$ cat src/rtl/oclib_pkg.sv
// oclib_pkg: shared constants and types for the oclib CSR infrastructure.
//   BcBlockIdAny       - wildcard block ID; a block configured with it answers every block ID
//   BcSpaceIdAny       - wildcard space ID; a target configured with it accepts every space
//   csr_demux_state_e  - state encoding of the registered CSR select/demux
package oclib_pkg;

  localparam logic [31:0] BcBlockIdAny = 32'hFFFF_FFFF;
  localparam logic [3:0]  BcSpaceIdAny = 4'hF;

  typedef enum logic [1:0] {
    IDLE    = 2'd0,
    FORWARD = 2'd1,
    WAIT    = 2'd2,
    RESPOND = 2'd3
  } csr_demux_state_e;

endpackage

$ cat src/rtl/oclib_csr_space_match.sv
// oclib_csr_space_match: combinational priority matcher of a CSR space ID
// against a packed table of per-target space IDs. The lowest-indexed entry
// that equals the space, or that holds the wildcard BcSpaceIdAny, wins.
// Ports:
//   space  in   4         space ID to look up
//   hit    out  1         at least one entry matched
//   index  out  IdxWidth  lowest matching entry (0 when no hit)
module oclib_csr_space_match
  import oclib_pkg::*;
#(
  parameter int                       NumTargets = 4,
  parameter int                       IdxWidth   = 2,
  parameter logic [NumTargets*4-1:0]  SpaceIds   = {4'd3, 4'd2, 4'd1, 4'd0}
) (
  input  logic [3:0]          space,
  output logic                hit,
  output logic [IdxWidth-1:0] index
);

  logic [NumTargets-1:0] match_s;

  // Per-entry compare against the looked-up space or the wildcard.
  always_comb begin
    match_s = {NumTargets{1'b0}};
    for (int i = 0; i < NumTargets; i++) begin
      match_s[i] = (SpaceIds[i*4 +: 4] == space) || (SpaceIds[i*4 +: 4] == BcSpaceIdAny);
    end
  end

  // Priority encode: scanning downward lets the lowest matching index overwrite the rest.
  always_comb begin
    index = {IdxWidth{1'b0}};
    for (int i = NumTargets - 1; i >= 0; i--) begin
      index = match_s[i] ? IdxWidth'(i) : index;
    end
    hit = |match_s;
  end

endmodule

$ cat src/rtl/oclib_csr_select_demux.sv
// oclib_csr_select_demux: registered CSR entry point. Accepts one request at a
// time, qualifies it against this block's ID, routes it to the lowest-indexed
// target whose space ID matches, and returns exactly one upstream response:
// target data, an unmapped-space error, or a timeout error.
// Ports:
//   clock, reset                       clock and synchronous active-high reset
//   csrReqValid/Ready/Block/Space/...  upstream request (Ready high only when idle)
//   csrRespValid/Ready/Rdata/Error/... upstream response (Rdata is 0 on any error)
//   targetReq*                         one-hot valid plus shared registered payload
//   targetResp*                        per-target response valid/data/error
//   dropCount                          saturating count of block-mismatch drops
//   busy                               a request is in flight
module oclib_csr_select_demux
  import oclib_pkg::*;
#(
  parameter int                      NumTargets    = 4,
  parameter logic [31:0]             AnswerToBlock = oclib_pkg::BcBlockIdAny,
  parameter logic [NumTargets*4-1:0] SpaceIds      = {4'd3, 4'd2, 4'd1, 4'd0},
  parameter int                      AddressWidth  = 32,
  parameter int                      DataWidth     = 32,
  parameter int                      TimeoutCycles = 1024
) (
  input  logic                             clock,
  input  logic                             reset,
  input  logic                             csrReqValid,
  output logic                             csrReqReady,
  input  logic [31:0]                      csrReqBlock,
  input  logic [3:0]                       csrReqSpace,
  input  logic [AddressWidth-1:0]          csrReqAddress,
  input  logic                             csrReqWrite,
  input  logic [DataWidth-1:0]             csrReqWdata,
  output logic                             csrRespValid,
  input  logic                             csrRespReady,
  output logic [DataWidth-1:0]             csrRespRdata,
  output logic                             csrRespError,
  output logic                             csrRespTimeout,
  output logic [NumTargets-1:0]            targetReqValid,
  input  logic [NumTargets-1:0]            targetReqReady,
  output logic [AddressWidth-1:0]          targetReqAddress,
  output logic                             targetReqWrite,
  output logic [DataWidth-1:0]             targetReqWdata,
  input  logic [NumTargets-1:0]            targetRespValid,
  input  logic [NumTargets*DataWidth-1:0]  targetRespRdata,
  input  logic [NumTargets-1:0]            targetRespError,
  output logic [7:0]                       dropCount,
  output logic                             busy
);

  localparam int IdxWidth = (NumTargets > 1) ? $clog2(NumTargets) : 1;
  localparam int CntWidth = $clog2(TimeoutCycles) + 1;
  localparam logic [CntWidth-1:0] TimeoutLimit = CntWidth'(TimeoutCycles - 1);

  csr_demux_state_e state_r, state_n;

  logic                    req_ready_r, req_ready_n;
  logic                    resp_valid_r, resp_valid_n;
  logic [DataWidth-1:0]    resp_rdata_r, resp_rdata_n;
  logic                    resp_error_r, resp_error_n;
  logic                    resp_timeout_r, resp_timeout_n;
  logic [NumTargets-1:0]   tgt_valid_r, tgt_valid_n;
  logic                    busy_r, busy_n;
  logic [IdxWidth-1:0]     idx_r, idx_n;
  logic [AddressWidth-1:0] addr_r;
  logic                    write_r;
  logic [DataWidth-1:0]    wdata_r;
  logic [7:0]              drop_r;
  logic [CntWidth-1:0]     cnt_r, cnt_n;

  logic                    block_hit_s;
  logic                    space_hit_s;
  logic [IdxWidth-1:0]     space_idx_s;
  logic                    capture_s;
  logic                    fwd_hs_s;
  logic                    resp_hs_s;
  logic                    timeout_s;
  logic [DataWidth-1:0]    lane_rdata_s;

  oclib_csr_space_match #(
    .NumTargets (NumTargets),
    .IdxWidth   (IdxWidth),
    .SpaceIds   (SpaceIds)
  ) u_space_match (
    .space (csrReqSpace),
    .hit   (space_hit_s),
    .index (space_idx_s)
  );

  // Request qualification, handshakes with the selected target, and timeout detection.
  always_comb begin
    block_hit_s  = (AnswerToBlock == BcBlockIdAny) || (csrReqBlock == AnswerToBlock);
    capture_s    = (state_r == IDLE) && csrReqValid;
    fwd_hs_s     = targetReqReady[idx_r];
    resp_hs_s    = targetRespValid[idx_r];
    timeout_s    = (cnt_r >= TimeoutLimit);
    lane_rdata_s = targetRespRdata[idx_r*DataWidth +: DataWidth];
  end

  // Next-state logic; a handshake in the timeout cycle takes priority over the timeout.
  always_comb begin
    state_n = state_r;
    case (state_r)
      IDLE: begin
        if (csrReqValid && block_hit_s) begin
          state_n = space_hit_s ? FORWARD : RESPOND;
        end else begin
          state_n = IDLE;
        end
      end
      FORWARD: begin
        if (fwd_hs_s) begin
          state_n = WAIT;
        end else if (timeout_s) begin
          state_n = RESPOND;
        end else begin
          state_n = FORWARD;
        end
      end
      WAIT: begin
        if (resp_hs_s || timeout_s) begin
          state_n = RESPOND;
        end else begin
          state_n = WAIT;
        end
      end
      RESPOND: begin
        if (csrRespReady) begin
          state_n = IDLE;
        end else begin
          state_n = RESPOND;
        end
      end
      default: state_n = IDLE;
    endcase
  end

  // Next values of the registered outputs, derived from the upcoming state.
  always_comb begin
    idx_n          = capture_s ? space_idx_s : idx_r;
    req_ready_n    = (state_n == IDLE);
    resp_valid_n   = (state_n == RESPOND);
    busy_n         = (state_n != IDLE);
    tgt_valid_n    = {NumTargets{1'b0}};
    resp_rdata_n   = resp_rdata_r;
    resp_error_n   = resp_error_r;
    resp_timeout_n = resp_timeout_r;
    for (int i = 0; i < NumTargets; i++) begin
      tgt_valid_n[i] = (state_n == FORWARD) && (idx_n == IdxWidth'(i));
    end
    case (state_r)
      IDLE: begin
        // Only an unmapped space reaches RESPOND straight from IDLE.
        if (state_n == RESPOND) begin
          resp_rdata_n   = {DataWidth{1'b0}};
          resp_error_n   = 1'b1;
          resp_timeout_n = 1'b0;
        end else begin
          resp_rdata_n   = resp_rdata_r;
          resp_error_n   = resp_error_r;
          resp_timeout_n = resp_timeout_r;
        end
      end
      FORWARD: begin
        if (state_n == RESPOND) begin
          resp_rdata_n   = {DataWidth{1'b0}};
          resp_error_n   = 1'b1;
          resp_timeout_n = 1'b1;
        end else begin
          resp_rdata_n   = resp_rdata_r;
          resp_error_n   = resp_error_r;
          resp_timeout_n = resp_timeout_r;
        end
      end
      WAIT: begin
        if (resp_hs_s) begin
          // Read data is forced to zero whenever the target flags an error.
          resp_rdata_n   = targetRespError[idx_r] ? {DataWidth{1'b0}} : lane_rdata_s;
          resp_error_n   = targetRespError[idx_r];
          resp_timeout_n = 1'b0;
        end else if (state_n == RESPOND) begin
          resp_rdata_n   = {DataWidth{1'b0}};
          resp_error_n   = 1'b1;
          resp_timeout_n = 1'b1;
        end else begin
          resp_rdata_n   = resp_rdata_r;
          resp_error_n   = resp_error_r;
          resp_timeout_n = resp_timeout_r;
        end
      end
      RESPOND: begin
        // Response fields return to zero once the response has been taken.
        if (state_n == IDLE) begin
          resp_rdata_n   = {DataWidth{1'b0}};
          resp_error_n   = 1'b0;
          resp_timeout_n = 1'b0;
        end else begin
          resp_rdata_n   = resp_rdata_r;
          resp_error_n   = resp_error_r;
          resp_timeout_n = resp_timeout_r;
        end
      end
      default: begin
        resp_rdata_n   = {DataWidth{1'b0}};
        resp_error_n   = 1'b0;
        resp_timeout_n = 1'b0;
      end
    endcase
  end

  // Timeout counter: zero outside FORWARD/WAIT (so it is zero on entry), saturating inside.
  always_comb begin
    if (((state_r == FORWARD) || (state_r == WAIT)) &&
        ((state_n == FORWARD) || (state_n == WAIT))) begin
      cnt_n = timeout_s ? cnt_r : (cnt_r + {{(CntWidth-1){1'b0}}, 1'b1});
    end else begin
      cnt_n = {CntWidth{1'b0}};
    end
  end

  // State and registered-output flops.
  always_ff @(posedge clock) begin
    if (reset) begin
      state_r        <= IDLE;
      req_ready_r    <= 1'b1;
      resp_valid_r   <= 1'b0;
      resp_rdata_r   <= {DataWidth{1'b0}};
      resp_error_r   <= 1'b0;
      resp_timeout_r <= 1'b0;
      tgt_valid_r    <= {NumTargets{1'b0}};
      busy_r         <= 1'b0;
      cnt_r          <= {CntWidth{1'b0}};
    end else begin
      state_r        <= state_n;
      req_ready_r    <= req_ready_n;
      resp_valid_r   <= resp_valid_n;
      resp_rdata_r   <= resp_rdata_n;
      resp_error_r   <= resp_error_n;
      resp_timeout_r <= resp_timeout_n;
      tgt_valid_r    <= tgt_valid_n;
      busy_r         <= busy_n;
      cnt_r          <= cnt_n;
    end
  end

  // Request payload capture, target index, and the block-mismatch drop counter.
  always_ff @(posedge clock) begin
    if (reset) begin
      idx_r   <= {IdxWidth{1'b0}};
      addr_r  <= {AddressWidth{1'b0}};
      write_r <= 1'b0;
      wdata_r <= {DataWidth{1'b0}};
      drop_r  <= 8'd0;
    end else if (capture_s) begin
      idx_r   <= idx_n;
      addr_r  <= csrReqAddress;
      write_r <= csrReqWrite;
      wdata_r <= csrReqWdata;
      if (!block_hit_s && (drop_r != 8'd255)) begin
        drop_r <= drop_r + 8'd1;
      end else begin
        drop_r <= drop_r;
      end
    end else begin
      idx_r   <= idx_r;
      addr_r  <= addr_r;
      write_r <= write_r;
      wdata_r <= wdata_r;
      drop_r  <= drop_r;
    end
  end

  assign csrReqReady      = req_ready_r;
  assign csrRespValid     = resp_valid_r;
  assign csrRespRdata     = resp_rdata_r;
  assign csrRespError     = resp_error_r;
  assign csrRespTimeout   = resp_timeout_r;
  assign targetReqValid   = tgt_valid_r;
  assign targetReqAddress = addr_r;
  assign targetReqWrite   = write_r;
  assign targetReqWdata   = wdata_r;
  assign dropCount        = drop_r;
  assign busy             = busy_r;

endmodule
$ cat config.mk
export PLATFORM = sky130hd
export DESIGN_NAME = oclib_csr_select_demux
export DESIGN_NICKNAME = d
export VERILOG_FILES = /design/src/rtl/oclib_pkg.sv /design/src/rtl/oclib_csr_space_match.sv /design/src/rtl/oclib_csr_select_demux.sv
export SDC_FILE = /design/constraint.sdc
export NUM_CORES = 1
export LEC_CHECK = 0
export ABC_AREA = 1
export CORE_AREA = 2 2 139 141
export DETAILED_ROUTE_END_ITERATION = 16
export DIE_AREA = 0 0 141 143
export PLACE_DENSITY = 0.74
export SLEW_MARGIN = 20
export SYNTH_ARGS = -nofsm -noshare
export SYNTH_HDL_FRONTEND = slang
export SYNTH_SLANG_ARGS = --single-unit
$ cat constraint.sdc
create_clock -name clock -period 3 [get_ports clock]
set_clock_uncertainty 0.05 [all_clocks]
set_input_delay 0.6 -clock clock [delete_from_list [all_inputs] [get_ports clock]]
set_output_delay 0.6 -clock clock [all_outputs]
set_load 0.02 [all_outputs]
; ---- Word level (Yosys, flattened, before mapping)
; Index checks and enable logic that the tools add are counted.
[totals]
regBits = 121
latchBits = 0
ramBits = 0
mem_bits_ro = 0
input_bits = 245
out_inout_bits = 114
word_cells = 81
memories = 0
[op_classes]
n_addsub = 1
multipliers = 0
div = 0
magnitude_cmp = 2
n_eq_ne = 14
n_shift = 1
mux = 31
bitwise_logic = 1
reduce_logical = 18
[op_table]
columns = cell, count
row1 = 2-to-1 mux 32 bit, 4
row2 = indexed part select 128 x 8 -> 32 bit, 1
row3 = case mux 32 bit (3 select lines), 1
row4 = 2-to-1 mux 2 bit, 10
row5 = "equality test 2 bit, second input constant", 6
row6 = "adder 11 x 1 -> 11 bit, second input constant", 1
row7 = ">= comparator 11 x 10 -> 1 bit, second input constant", 1
row8 = 2-to-1 mux 1 bit, 10
row9 = "equality test 2 x 4 -> 1 bit, first input constant", 2
row10 = case mux 2 bit (4 select lines), 1
row11 = binary-select mux 1 bit (select 2 bit), 3
row12 = "equality test 2 x 1 -> 1 bit, second input constant", 3
row13 = logical AND 1 bit, 6
row14 = logical NOT 2 bit, 3
row15 = "equality test 1 x 4 -> 1 bit, first input constant", 1
row16 = logical NOT 4 bit, 1
row17 = "inequality test 2 bit, second input constant", 2
row18 = case mux 1 bit (4 select lines), 1
row19 = OR reduction 2 bit, 2
row20 = OR reduction 4 bit, 1
row21 = logical OR 1 bit, 3
row22 = "< comparator 2 x 3 -> 1 bit, second input constant", 1
row23 = case mux 1 bit (3 select lines), 1
row24 = AND reduction 2 bit, 1
row25 = other kinds (2), 2

; ---- Depth between registers and ports, before layout
[depth]
word_depth = 10
mapped_depth = 21
ltp_nobuf = 18

; ---- Cells and area by module
; A second synthesis with hierarchy kept.
[unflattened]
hier_cells = 801
hier_area_um2 = 5960.7
[modules_own_cells]
columns = module, instances, cells_per_inst, area_each_um2, seq_area_each_um2
row1 = oclib_csr_select_demux, 1, 793, 5928.2, 2422.3
row2 = oclib_csr_space_match, 1, 8, 32.5, 0.0

; ---- Worst setup path before layout
; OpenSTA, ideal clock, no wires.
[synth_timing]
kind = input to register
startpoint = in targetRespValid[1]
endpoint = reg resp_rdata_r[16] (netlist: csrRespRdata[16])
setup_ps = 66
arrival_time_ps = 2335
t_required_ps = 2884
setup_slack_ps = 548
stages = 16
n_path_buf = 1
path_cell_list = inv_1 > nand2_1 > nand3_2 > a21oi_4 > nor2_1 > nand2_1 > nand2_1 > nand2_2 > inv_2 > ha_1 > inv_1 > nand2_1 > inv_1 > clkbuf_1 > a31oi_1 > a21oi_2
[synth_via]
word_cells_on_any_way = 11
classes_between = 2 x eq/ne / 7 x mux / 2 x reduce/logical
[synth_lines]
columns = element, line
row1 = start: declaration, oclib_csr_select_demux.sv:42  ; input logic [NumTargets-1:0] targetRespValid,
row2 = binary-select mux 1 bit (select 2 bit), oclib_csr_select_demux.sv:93  ; resp_hs_s = targetRespValid[idx_r];
row3 = 2-to-1 mux 1 bit (not written as such), oclib_csr_select_demux.sv:93
row4 = logical OR 1 bit, oclib_csr_select_demux.sv:119  ; if (resp_hs_s || timeout_s) begin
row5 = 2-to-1 mux 1 bit, oclib_csr_select_demux.sv:119
row6 = case mux 2 bit (4 select lines), oclib_csr_select_demux.sv:101  ; case (state_r)
row7 = named net state_n[0], oclib_csr_select_demux.sv:53  ; csr_demux_state_e state_r, state_n;
row8 = logical NOT 2 bit, -
row9 = named net req_ready_n, oclib_csr_select_demux.sv:55  ; logic req_ready_r, req_ready_n;
row10 = inequality test 2 bit (no source line), -
row11 = end signal: assignment, oclib_csr_select_demux.sv:225  ; resp_rdata_r <= {DataWidth{1'b0}};
row12 = end signal: assignment, oclib_csr_select_demux.sv:235  ; resp_rdata_r <= resp_rdata_n;
row13 = end: declaration, oclib_csr_select_demux.sv:57  ; logic [DataWidth-1:0] resp_rdata_r, resp_rdata_n;
; The timed path passes the listed nets, and every way through them passes these cells. The select of a mux whose other input is x is not followed.
; A chain may end at the register's enable or synchronous reset.

; ---- Final worst setup path
[layout_timing]
startpoint = reg idx_r[0]
endpoint = reg resp_rdata_r[8] (netlist: csrRespRdata[8])
[layout_via]
word_cells_on_any_way = 18
classes_between = 2 x eq/ne / 1 x shift / 13 x mux / 2 x reduce/logical
[layout_lines]
columns = element, line
row1 = start: declaration, oclib_csr_select_demux.sv:62  ; logic [IdxWidth-1:0] idx_r, idx_n;
row2 = start signal: assignment, oclib_csr_select_demux.sv:247  ; idx_r <= {IdxWidth{1'b0}};
row3 = start signal: assignment, oclib_csr_select_demux.sv:253  ; idx_r <= idx_n;
row4 = start signal: assignment, oclib_csr_select_demux.sv:263  ; idx_r <= idx_r;
row5 = binary-select mux 1 bit (select 2 bit), oclib_csr_select_demux.sv:93
row6 = 2-to-1 mux 1 bit (not written as such), oclib_csr_select_demux.sv:93
row7 = logical OR 1 bit, oclib_csr_select_demux.sv:119
row8 = 2-to-1 mux 1 bit, oclib_csr_select_demux.sv:119
row9 = case mux 2 bit (4 select lines) (*), oclib_csr_select_demux.sv:101
row10 = named net state_n[0], oclib_csr_select_demux.sv:53
row11 = logical NOT 2 bit (*), -
row12 = named net req_ready_n, oclib_csr_select_demux.sv:55
row13 = inequality test 2 bit (no source line) (*), -
; Mark *: on every way through the listed nets, which the timed path passes. The rest lies on a longest branch. The select of a mux whose other input is x is not followed.

==> run_results.csv <==
group,metric,value,unit
status,status,"finished clean",
global_routing,gr-total-overflow,0,
critical_path,r2r-end,"csrRespRdata[8]$_SDFFE_PP0P_",
clock_network,cts_resized,0,
floorplan,core,18600,µm²
route,ant_nets,0,
worst_hold_path,hp-start,"cnt_r[1]$_SDFFE_PP0N_",
route,post-route-drc-count,0,
route,wl,22800,µm
cells_and_area,fin_util,0.561,
cells_and_area,nNetsFinal,1539,
yosys,synth_top_area_frac,0.370,
global_routing,grt_first_pass_wirelength,35100,µm
cells_and_area,syn2layout_area_growth,59.1,%
power,p_leak,4.24,nW
floorplan,rows,50,
place,dp_slack,0.0567,ns
floorplan,die_area,20200,µm²
timing,hold_slack,0.417,ns
power,pwr_density_cell,493,nW/µm²
power,finalPower,5.14,mW
yosys,ys_types,35,
clock_network,h-tree-depth,4,
timing,slew_viol_final,0,
timing,fmax,377,MHz
route,via_per_inst,4.91,
global_routing,grt_max_degree,68,
clock_network,cts_tree,"done",
cells_and_area,drive_gt1_frac,0.0655,
yosys,async_reset_ff_frac,0,
cells_and_area,post_layout_nonfiller_instances,1532,
floorplan,initial_core_util,0.353,
timing,setup_viol,0,
critical_path,critPathMaxFanout,23,
floorplan,die_y,143,µm
clock_network,clockBufferDepth,2,
timing,fin_crit_sh,0.884,
critical_path,rr_worst_depth,16,
job,cap_violations,0,
clock_network,clkLatencyLatePin,0.41,ns
clock_network,numClockSinks,121,
timing,hold_viol_final,0,
place,dp_hpwl,16900,µm
yosys,synthCells,997,
timing,fin_tns_setup,0,ns
timing,min_period,2.65,ns
route,drt_iter0_drc,479,
power,ir_worst_vdd,0.364,mV
cells_and_area,fill_cells,1770,
yosys,synth_ff_type,"dfxtp_1",
global_routing,track_usage,0.217,
place,placed_cells,1500,
timing,worstMarginPinSlew,0.686,ns
clock_network,post_cts_buffers,0,
cells_and_area,multi_input_area,3490,µm²
critical_path,worstPathArrival,2.89,ns
timing,layout_setup_ws,0.347,ns
place,numPortBuffers,318,
global_routing,grt_pass1_vias,6910,
clock_network,cts_root_buffer,"clkbuf_16",
yosys,synthTopCellsByCount,"nor2_1 (269), o21ai_0 (176), dfxtp_1 (121)",
critical_path,worstSetupPathType,"flip-flop to flip-flop",
critical_path,r2r_slack,0.35,ns
yosys,ys_ff_latch,121,
clock_network,clkTransAtPathRegs,0.06,ns
floorplan,io_pins,359,
worst_hold_path,whs_path_depth,2,
critical_path,critPathRequiredTime,3.24,ns
critical_path,rr_startpoint,"idx_r[0]$_SDFFE_PP0P_",
worst_hold_path,hold_path.class,"flip-flop to flip-flop",
timing,maxSlewHeadroom,0.543,
yosys,syn_area,6550,µm²
route,first_pass_iters,5,
clock_network,numCtsBuffers,17,
global_routing,antenna_found_initial,0,
worst_hold_path,min_to,"cnt_r[1]$_SDFFE_PP0N_",
yosys,synth_top_area_cell,"dfxtp_1",
place,place_congestion,0.836,
cells_and_area,antenna_cells,0,
yosys,synth_most_common_cell,"nor2_1",
timing,rsz0062_at_grt,"no",
yosys,synth.area.top_cells,"dfxtp_1 (37%), nor2_1 (15%), o21ai_0 (13%), nand2_1 (6.0%), nand3_1 (4.0%)",
cells_and_area,regArea,2420,µm²
yosys,yosys_warnings,0,
clock_network,cts-hold-fix-buffers,0,
cells_and_area,finish.instance_area,10400,µm²
yosys,syn_avg_cell_area,6.57,µm²
critical_path,worstSetupEndpointType,"flip-flop",
floorplan,die_w,141,µm
yosys,yosysSeqAreaShare,0.370,
critical_path,cp-start-kind,"flip-flop",
route,wl_per_cell,14.9,µm
place,placed_cell_area,9820,µm²
route,vias,7523,
yosys,synth_edf_count,0,
## final cells by class
cell class | instances | area share
inverters | 57 | 0.0210
multi-input cells | 745 | 0.335
clock buffers | 17 | 0.0408
well taps | 234 | 0.0281
clock inverters | 15 | 0.0169
repair buffers | 343 | 0.326
flip-flops and latches | 121 | 0.232
## registers in the layout, indices dropped and copies added, names as in the netlist, 2 cells and up
signal	flops
targetReqAddress	32
idx_r	2
state_r	2
targetReqWdata	32
csrRespRdata	32
cnt_r	11
targetReqValid	4
## placed cells by master, fill, tap and decap left out, types with 3 or more instances in the layout
cell / instances
bufinv_16: 3
clkinv_2: 3
nand4_1: 19
dfxtp_1: 120
nor2_2: 4
inv_2: 4
buf_4: 23
conb_1: 8
clkbuf_16: 17
o21ai_1: 33
nor3_1: 6
a21oi_1: 16
o21bai_1: 8
nand3_1: 52
nand2_4: 3
inv_1: 51
nor2_1: 269
a21oi_2: 5
nand2_1: 104
clkdlybuf4s50_1: 318
a31oi_1: 18
ha_1: 9
o21ai_0: 176
clkinvlp_4: 6
## routing by layer
| metal | vias up | GRT usage | share of wire |
|---|---|---|---|
| met2 | 311 | 0.342 | 0.45 |
| met5 | - | 0 | 0 |
| met1 | 3359 | 0.277 | 0.43 |
| met3 | 27 | 0.0872 | 0.11 |
| li1 | 3826 | - | - |
| met4 | 0 | 0.0605 | 0.017 |
## kinds of logic (layout without fill, tap and decap cells)
group                    Yosys count  in the layout  synth area share
AO/OA/AOI/OAI                    260            260             0.211
adder cells (fa/ha/maj)            9              9            0.0172
buffers and inverters            138            432             0.101
flip-flops                       121            121             0.370
other                              1              8          0.000572
AND/OR/NAND/NOR                  468            468             0.300
## worst max-delay path by stage
stage,start,end,slack [ns],cells after the start
4_1_cts,idx_r[0]$_SDFFE_PP0P_,csrRespRdata[8]$_SDFFE_PP0P_,0.35,16
3_3_place_gp,targetRespValid[2],csrRespRdata[26]$_SDFFE_PP0P_,0.13,18
6_report,idx_r[0]$_SDFFE_PP0P_,csrRespRdata[8]$_SDFFE_PP0P_,0.35,16
2_1_floorplan,targetRespValid[1],csrRespRdata[16]$_SDFFE_PP0P_,0.55,16
3_5_place_dp,targetRespValid[2],csrRespError$_SDFFE_PP0P_,0.06,17
5_1_grt,idx_r[0]$_SDFFE_PP0P_,csrRespRdata[22]$_SDFFE_PP0P_,0.12,16
## worst max-delay path, cell delays in order (launching register included)
cell and delay, ns:
dfxtp_2 0.61, buf_4 0.27, nand2_1 0.09, nand2_2 0.13
a21oi_4 0.08, nor2_1 0.10, nand2_1 0.07, nand2_1 0.07
nand2_2 0.07, inv_2 0.07, ha_1 0.16, inv_1 0.04
nand2_1 0.17, inv_1 0.06, buf_4 0.20, a31oi_1 0.17
a21oi_1 0.09
## where the power goes
group | internal [mW] | total, mW | switching, mW
sequential | 1.73 | 1.80 | 0.0715
combinational | 0.620 | 1.26 | 0.640
clock | 1.31 | 2.08 | 0.770
total | 3.66 | 5.14 | 1.48
No activity file was read; power rests on OpenSTA's default activity.
